==> src/rtl/emisor_handshake.sv <==
// emisor_handshake: transmit side of a 4-phase req/ack handshake toward an
// asynchronous receiver. Accepts a word via valid/ready, drives it on dato_out
// with req_out, and completes the cycle against a synchronized ack_in.
module emisor_handshake #(
  parameter int unsigned DATA_W      = 8,
  parameter int unsigned SYNC_STAGES = 3,
  parameter int unsigned TIMEOUT     = 1023
) (
  input  logic              clk,
  input  logic              reset,
  input  logic [DATA_W-1:0] dato_in,
  input  logic              valido_in,
  output logic              listo_out,
  output logic [DATA_W-1:0] dato_out,
  output logic              req_out,
  input  logic              ack_in,
  output logic              hecho,
  output logic              error_to
);

  localparam int unsigned CNT_W = (TIMEOUT > 0) ? $clog2(TIMEOUT + 1) : 1;
  localparam bit          TO_EN = (TIMEOUT != 0);
  localparam logic [CNT_W-1:0] CNT_LAST = CNT_W'(TIMEOUT - 1);

  typedef enum logic [1:0] {
    ST_IDLE = 2'd0,
    ST_REQ  = 2'd1,
    ST_REL  = 2'd2
  } state_e;

  state_e                 state_q, state_d;
  logic [CNT_W-1:0]       cnt_q, cnt_d;
  logic [DATA_W-1:0]      dato_q, dato_d;
  logic                   req_q, req_d;
  logic                   hecho_q, hecho_d;
  logic                   err_q, err_d;
  logic [SYNC_STAGES-1:0] sync_q;
  logic                   ack_sync;
  logic                   accept;
  logic                   timeout_hit;

  // ack_in synchronizer chain; only the last stage is ever used
  always_ff @(posedge clk or negedge reset) begin
    if (!reset) begin
      sync_q <= '0;
    end else begin
      sync_q <= {sync_q[SYNC_STAGES-2:0], ack_in};
    end
  end

  assign ack_sync = sync_q[SYNC_STAGES-1];

  // Ready only in IDLE with the ack released, so a new request never meets a stale ack
  assign listo_out = reset & (state_q == ST_IDLE) & ~ack_sync;
  assign accept    = valido_in & listo_out;

  // Counter reaches its last allowed value; the state exits here so it never wraps
  assign timeout_hit = TO_EN && (cnt_q == CNT_LAST);

  // State and registered output register
  always_ff @(posedge clk or negedge reset) begin
    if (!reset) begin
      state_q <= ST_IDLE;
      cnt_q   <= '0;
      dato_q  <= '0;
      req_q   <= 1'b0;
      hecho_q <= 1'b0;
      err_q   <= 1'b0;
    end else begin
      state_q <= state_d;
      cnt_q   <= cnt_d;
      dato_q  <= dato_d;
      req_q   <= req_d;
      hecho_q <= hecho_d;
      err_q   <= err_d;
    end
  end

  // Next-state logic; ack handling takes priority over timeout
  always_comb begin
    state_d = state_q;
    cnt_d   = cnt_q;
    dato_d  = dato_q;
    req_d   = req_q;
    hecho_d = 1'b0;
    err_d   = 1'b0;
    unique case (state_q)
      ST_IDLE: begin
        if (accept) begin
          dato_d  = dato_in;
          req_d   = 1'b1;
          cnt_d   = '0;
          state_d = ST_REQ;
        end
      end
      ST_REQ: begin
        if (ack_sync) begin
          req_d   = 1'b0;
          cnt_d   = '0;
          state_d = ST_REL;
        end else if (timeout_hit) begin
          req_d   = 1'b0;
          err_d   = 1'b1;
          state_d = ST_IDLE;
        end else if (TO_EN) begin
          cnt_d = CNT_W'(cnt_q + 1'b1);
        end
      end
      ST_REL: begin
        if (!ack_sync) begin
          hecho_d = 1'b1;
          state_d = ST_IDLE;
        end else if (timeout_hit) begin
          err_d   = 1'b1;
          state_d = ST_IDLE;
        end else if (TO_EN) begin
          cnt_d = CNT_W'(cnt_q + 1'b1);
        end
      end
      default: begin
        req_d   = 1'b0;
        state_d = ST_IDLE;
      end
    endcase
  end

  assign dato_out = dato_q;
  assign req_out  = req_q;
  assign hecho    = hecho_q;
  assign error_to = err_q;

endmodule
==> config.mk <==
export PLATFORM = sky130hd
export DESIGN_NAME = emisor_handshake
export DESIGN_NICKNAME = d
export VERILOG_FILES = /design/src/rtl/emisor_handshake.sv
export SDC_FILE = /design/constraint.sdc
export NUM_CORES = 1
export LEC_CHECK = 0
export ABC_AREA = 0
export CAP_MARGIN = 20
export CORE_UTILIZATION = 58
export CTS_BUF_LIST = sky130_fd_sc_hd__clkbuf_2
export DETAILED_ROUTE_END_ITERATION = 12
export GPL_ROUTABILITY_DRIVEN = 0
export PLACE_DENSITY = 0.84
export SYNTH_ARGS = -nofsm -noshare
export SYNTH_HDL_FRONTEND = slang
export SYNTH_SLANG_ARGS = --single-unit
==> constraint.sdc <==
create_clock -name clk -period 2.7 [get_ports clk]
set_input_delay 0.27 -clock clk [delete_from_list [all_inputs] [get_ports clk]]
set_output_delay 0.27 -clock clk [all_outputs]
set_load 0.05 [all_outputs]
==> metrics, run 1 <==
Synth top area share roughly 49%; initial drt markers 22; sequential element share of the synthesized area roughly half; vias in the first global route 1125; outcome finished clean; placed cells 173; list of most frequent post-synthesis cells dfrtp_1, a21oi_1, nand2_1; Final min period ~2100 ps; cts bufs inserted 3; yosys warns 0; filler instances 153; PD cells 850 nW/µm²; post-DP HPWL 2.06 mm; Syn Inst Count 123; synthesized cell area around 1300 µm²; Req. time, crit path 2970 ps; initial antenna violation count 0; Root Buffer Master clkbuf_2; grt ovf 0; ant diodes 0; final max-slew violation count 0; area leader, netlist dfrtp_1; Final Hold Fails 0; final instance area between 1500 and 2000 µm²; largest net degree at the start of global routing 16; actual slew at the worst max-slew pin approximately 700 ps; number of distinct library cells after synthesis 40; share of layout cells above drive strength 1 11.3%; Crit. End Element flip-flop; Tot GR Track Use 26.5%; Die ar. 2480 µm²; layout net count 169; Initial Utilization 64.8%; core area 2040 µm²; final std cells w/o fill around 180; CP arrival 2340 ps; worst hold slack roughly 310 ps; Worst-Skew Late Latency 340 ps; Setup Total Neg Slack 0 ps; Pleak 0.680 nW; Post-synth EDFFs 0; RSZ-0062 raised after global routing no; Area growth syn-to-layout 22.7%; count leader, synth dfrtp_1; Synth Area per Inst 10.8 µm²; DIE HEIGHT 49.8 µm; PostCTS Resize Cnt 0; H-tree depth 1; ys flop type dfrtp_1; CP Launch Type flip-flop; max_slew headroom between 50% and 60%; clock sink count 26; top post-synthesis cells by area dfrtp_1, mux2_2, ha_1; crit path max fanout 6; CTS Hold Buffers Added 0; row cnt 16; first-pass GRT wire length approximately 5 mm; async set or reset register ratio after synthesis between 90% and 100%; DR vias/cell 6.24; Placement Cell Area 1600 µm²; clock slew seen by the registers of the worst setup and hold paths 250 ps; Routed WL 2.87 mm; Top Ports 24; Worst Clk Skew around 11 ps; Bufs on Longest Clock Path 2; Hold Path Class in -> async; Fmax achieved 484 MHz; endpoints failing setup 0; DR WL/cell 16.2 µm; CTS tree done; die extent in x approximately 50 µm; Post-CTS Setup Bufs 0; VDD IR max 0.745 mV; ANT nets after route 0; Max-cap violations 0; number of port buffers 23; # DRC 0; fin crit share 76.6%; Post-Syn Nets 141; vias 1105; CP Class reg -> reg; synthesized flop and latch total 26; DR pass1 iterations 4
[per-stage QoR]
step	power (mW)	setup slack (ps)	utilization [%]
CTS	1.38	675	79.5
global route	1.45	536	79.5
detailed placement	1.23	599	78.6
finish	1.38	633	79.5
global placement	1.22	701	78.6
floorplan	1.00	752	-
[metal layers]
layer	share of wire, %	GRT usage, %
met4	0.38	8.57
met3	5.5	6.48
met2	49	43.0
met1	45	34.6
met5	0	0
[power breakdown]
| group | total, mW | switching, mW | internal, mW |
|---|---|---|---|
| registers | 0.523 | 0.0500 | 0.473 |
| clock network | 0.148 | 0.115 | 0.0322 |
| logic | 0.708 | 0.445 | 0.262 |
| total | 1.38 | 0.611 | 0.768 |
[layout make-up]
type                       instances  area (µm²)  share of cell area, %
clock inverter                     1        3.75                  0.231
tap                               27        33.8                   2.08
inverter                           8        30.0                   1.85
sequential                        26         651                   40.1
timing repair buffer              26         263                   16.2
multi-input combinational         86         627                   38.6
clock buffer                       3        15.0                  0.925
[sequential cells by signal, summed over array words and instances (netlist names)]
register / count
cnt_q: 10
sync_q: 3
hecho: 1
state_q: 2
req_out: 1
error_to: 1
dato_out: 8
[kinds of logic (layout without fill, tap and decap cells)]
group | Yosys count | after routing | synth area share (%)
AO/OA/AOI/OAI | 40 | 40 | 20.5
AND/OR/NAND/NOR | 32 | 32 | 14.4
flip-flops | 26 | 26 | 49.2
buffers and inverters | 11 | 38 | 3.41
multiplexers | 8 | 8 | 6.81
adder cells (fa/ha/maj) | 6 | 6 | 5.68
[worst max-delay path, stage by stage, from the launching register on]
cell	delay, ps
dfrtp_1	450
inv_1	90
ha_1	220
nor2b_1	200
o21ai_0	590
o21ai_0	240
a22o_1	230
[layout by cell type, fill, tap and decap left out, drive strengths merged, types with 2 or more instances in the layout]
cell type,Yosys,routed
a211oi,2,2
a21oi,11,11
a22o,2,2
and3,2,2
and4,2,2
buf,2,4
clkbuf,1,3
clkdlybuf4s50,0,22
dfrtp,26,26
ha,6,6
inv,8,8
mux2,8,8
nand2,10,10
nand3,4,4
nand4,4,4
nor2b,2,2
nor3,3,3
o21ai,7,7
o31a,2,2
[path summary, 6_finish.rpt]
path | slack, ps | startpoint | to | cells past startpoint
min in group clk | 330 | ack_in | sync_q[0]$_DFF_PN0_ | 1
max in group asynchronous | 2190 | reset | req_out$_DFFE_PN0P_ | 2
worst min-delay path | 310 | reset | dato_out[4]$_DFFE_PN0P_ | 2
worst max-delay path | 630 | state_q[1]$_DFFE_PN0P_ | cnt_q[7]$_DFFE_PN0P_ | 6
worst min register to register | 390 | sync_q[1]$_DFF_PN0_ | sync_q[2]$_DFF_PN0_ | 0
worst max register to register | 630 | state_q[1]$_DFFE_PN0P_ | cnt_q[7]$_DFFE_PN0P_ | 6
(Power assumes the default switching activity.)
==> run 2, diff against run 1 <==
CORE_ASPECT_RATIO = 0.5   (was not set)
CORE_UTILIZATION = 48   (was 58)
PLACE_DENSITY = 0.74   (was 0.84)
clock period = 1.9 ns   (was 2.7 ns; I/O delays follow)
==> metrics, run 2 (same netlist as run 1, synthesis figures left out) <==
Slowest-stage cell, CP dfrtp_1 (was o21ai_0); RSZ-0062 raised after global routing no (unchanged); delay-heaviest family, CP compound AO/OA/AOI/OAI gates (unchanged); row cnt 13 (was 16); number of port buffers 23 (unchanged); DIE HEIGHT 39.1 µm (was 49.8 µm); Max-cap violations 0 (unchanged); grt ovf 0 (unchanged); CP arrival 2110 ps (was 2340 ps); VDD IR max 0.774 mV (was 0.745 mV); clock slew seen by the registers of the worst setup and hold paths 240 ps (was 250 ps); ANT nets after route 0 (unchanged); worst hold slack 288 ps (was 313 ps); share of layout cells above drive strength 1 15.8% (was 11.3%); Final Hold Fails 0 (unchanged); # DRC 0 (unchanged); r2r worst-path depth 6 (unchanged); clock sink count 26 (unchanged); Reg-to-Reg Start cnt_q[0]$_DFFE_PN0P_ (was state_q[1]$_DFFE_PN0P_); fin crit share 95.3% (was 76.6%); max reg flops 10 (unchanged); Setup Total Neg Slack 0 ps (unchanged); Bufs on Longest Clock Path 2 (unchanged); hold_sp ack_in; CTS Hold Buffers Added 0 (unchanged); largest net degree at the start of global routing 28 (was 16); CP Depth 6 (unchanged); CP Class reg -> reg (unchanged); Die ar. 2980 µm² (was 2480 µm²); max_slew headroom 66.3% (was 52.9%); Req. time, crit path 2200 ps (was 2970 ps); endpoints failing setup 0 (unchanged); DR vias/cell 5.69 (was 6.24); cts bufs inserted 3 (unchanged); most frequent cells in the layout dfrtp_1, clkdlybuf4s50_1, a21oi_1 (unchanged); Root Buffer Master clkbuf_2 (unchanged); Fmax achieved 552 MHz (was 484 MHz); initial antenna violation count 0 (unchanged); crit path max fanout 4 (was 6); PD cells 1180 nW/µm² (was 850 nW/µm²); Initial Utilization 50.8% (was 64.8%); RR Endpoint cnt_q[5]$_DFFE_PN0P_ (was cnt_q[7]$_DFFE_PN0P_); H-tree depth 1 (unchanged); post-DP HPWL 1.99 mm (was 2.06 mm); vias in the first global route 934 (was 1125); Multi-input gate area 638 µm² (was 627 µm²); Buffers & Inverters on Critical Path 1 (unchanged); DR WL/cell 14.4 µm (was 16.2 µm); Worst Hold End sync_q[0]$_DFF_PN0_; Routed WL 2.72 mm (was 2.87 mm); Area growth syn-to-layout 25.9% (was 22.7%); Hold Path Class in -> reg (was in -> async); CP cell instances inv_1 -> ha_1 -> and4_1 -> a311o_1 -> nor4_2 -> o21bai_1 (was inv_1 -> ha_1 -> nor2b_1 -> o21ai_0 -> o21ai_0 -> a22o_1); outcome finished clean (unchanged); die extent in x 76.2 µm (was 49.8 µm); Pleak 0.695 nW (was 0.680 nW); max incr delay on CP 440 ps (was 590 ps); CTS tree done (unchanged); CP Launch Type flip-flop (unchanged); Crit. End Element flip-flop (unchanged); filler instances 219 (was 153); core area 2600 µm² (was 2040 µm²); Final min period 1810 ps (was 2070 ps); first-pass GRT wire length 4.12 mm (was 4.97 mm); Worst-Skew Late Latency 340 ps (about the same); ant diodes 0 (unchanged); final max-slew violation count 0 (unchanged); DR pass1 iterations 4 (unchanged); initial drt markers 39 (was 22); Tot GR Track Use 18.7% (was 26.5%); Biggest register cnt_q (unchanged); hold depth 1; actual slew at the worst max-slew pin 504 ps (was 700 ps); layout net count 172 (was 169); Top Ports 24 (unchanged); worst reg-to-reg setup slack 90 ps (was 630 ps); Worst Clk Skew 28.7 ps (was 11.4 ps); vias 1076 (was 1105); Seq. cell area 651 µm² (unchanged); most common cell after layout, fill and taps aside dfrtp_1 (unchanged)
[run 2: changes by cell type in the layout (fill, tap and decap cells not counted), sizes merged]
cell    change
buf         +3
clkinv      -1
[run 2: layout make-up]
| type | instances | share of cell area, % |
|---|---|---|
| Sequential cell | 26 | 39.1 |
| Inverter | 8 | 1.80 |
| Tap cell | 37 | 2.78 |
| Clock buffer | 3 | 0.902 |
| Multi-Input combinational cell | 86 | 38.3 |
| Timing Repair Buffer | 29 | 17.1 |
[run 2: routing by layer]
layer / up-vias / part of all wire (%) / GRT usage (%)
met1: 513 / 46 / 22.5
met2: 32 / 45 / 32.0
met4: 0 / 1.7 / 5.29
met3: 6 / 6.8 / 7.53
li1: 525 / - / -
met5: - / 0 / 0
[run 2: metrics by stage]
step | setup WS, ps | total power [mW] | area (µm²) | util [%] | std cells
final | 89.6 | 1.96 | 1670 | 64.0 | 189
after floorplan | 144 | 1.42 | 1320 | - | 123
after CTS | 8.31 | 1.96 | 1650 | 63.3 | 188
after detailed placement | 49.8 | 1.76 | 1630 | 62.7 | 185
after global placement | 55.7 | 1.75 | 1630 | 62.7 | 185
after global routing | 19.3 | 2.07 | 1670 | 64.0 | 189
[run 2: worst max path at each step]
stage	from	endpoint
2_1_floorplan	state_q[0]$_DFFE_PN0P_	req_out$_DFFE_PN0P_
3_3_place_gp	reset	cnt_q[5]$_DFFE_PN0P_
3_5_place_dp	reset	cnt_q[9]$_DFFE_PN0P_
4_1_cts	state_q[1]$_DFFE_PN0P_	cnt_q[6]$_DFFE_PN0P_
5_1_grt	cnt_q[0]$_DFFE_PN0P_	cnt_q[5]$_DFFE_PN0P_
6_report	cnt_q[0]$_DFFE_PN0P_	cnt_q[5]$_DFFE_PN0P_
[run 2: timing repair]
item / CTS / global route
hold endpoints to repair: 0 / 0
endpoints found under the setup margin: 0 / 9
gates resized for setup: 0 / 4
buffers inserted: 0 / 1
[run 2: where the power goes]
part           internal (mW)  switching (mW)  leakage, nW  total [mW]
clock                 0.0430           0.150       0.0125       0.193
combinational          0.399           0.636        0.345        1.04
sequential             0.672          0.0624        0.337       0.735
==> run 3, diff against run 2 <==
CTS_CLUSTER_DIAMETER = 40   (was not set)
==> results of run 3 <==
No change in the layout: final DEF, timing and power equal those of run 2.
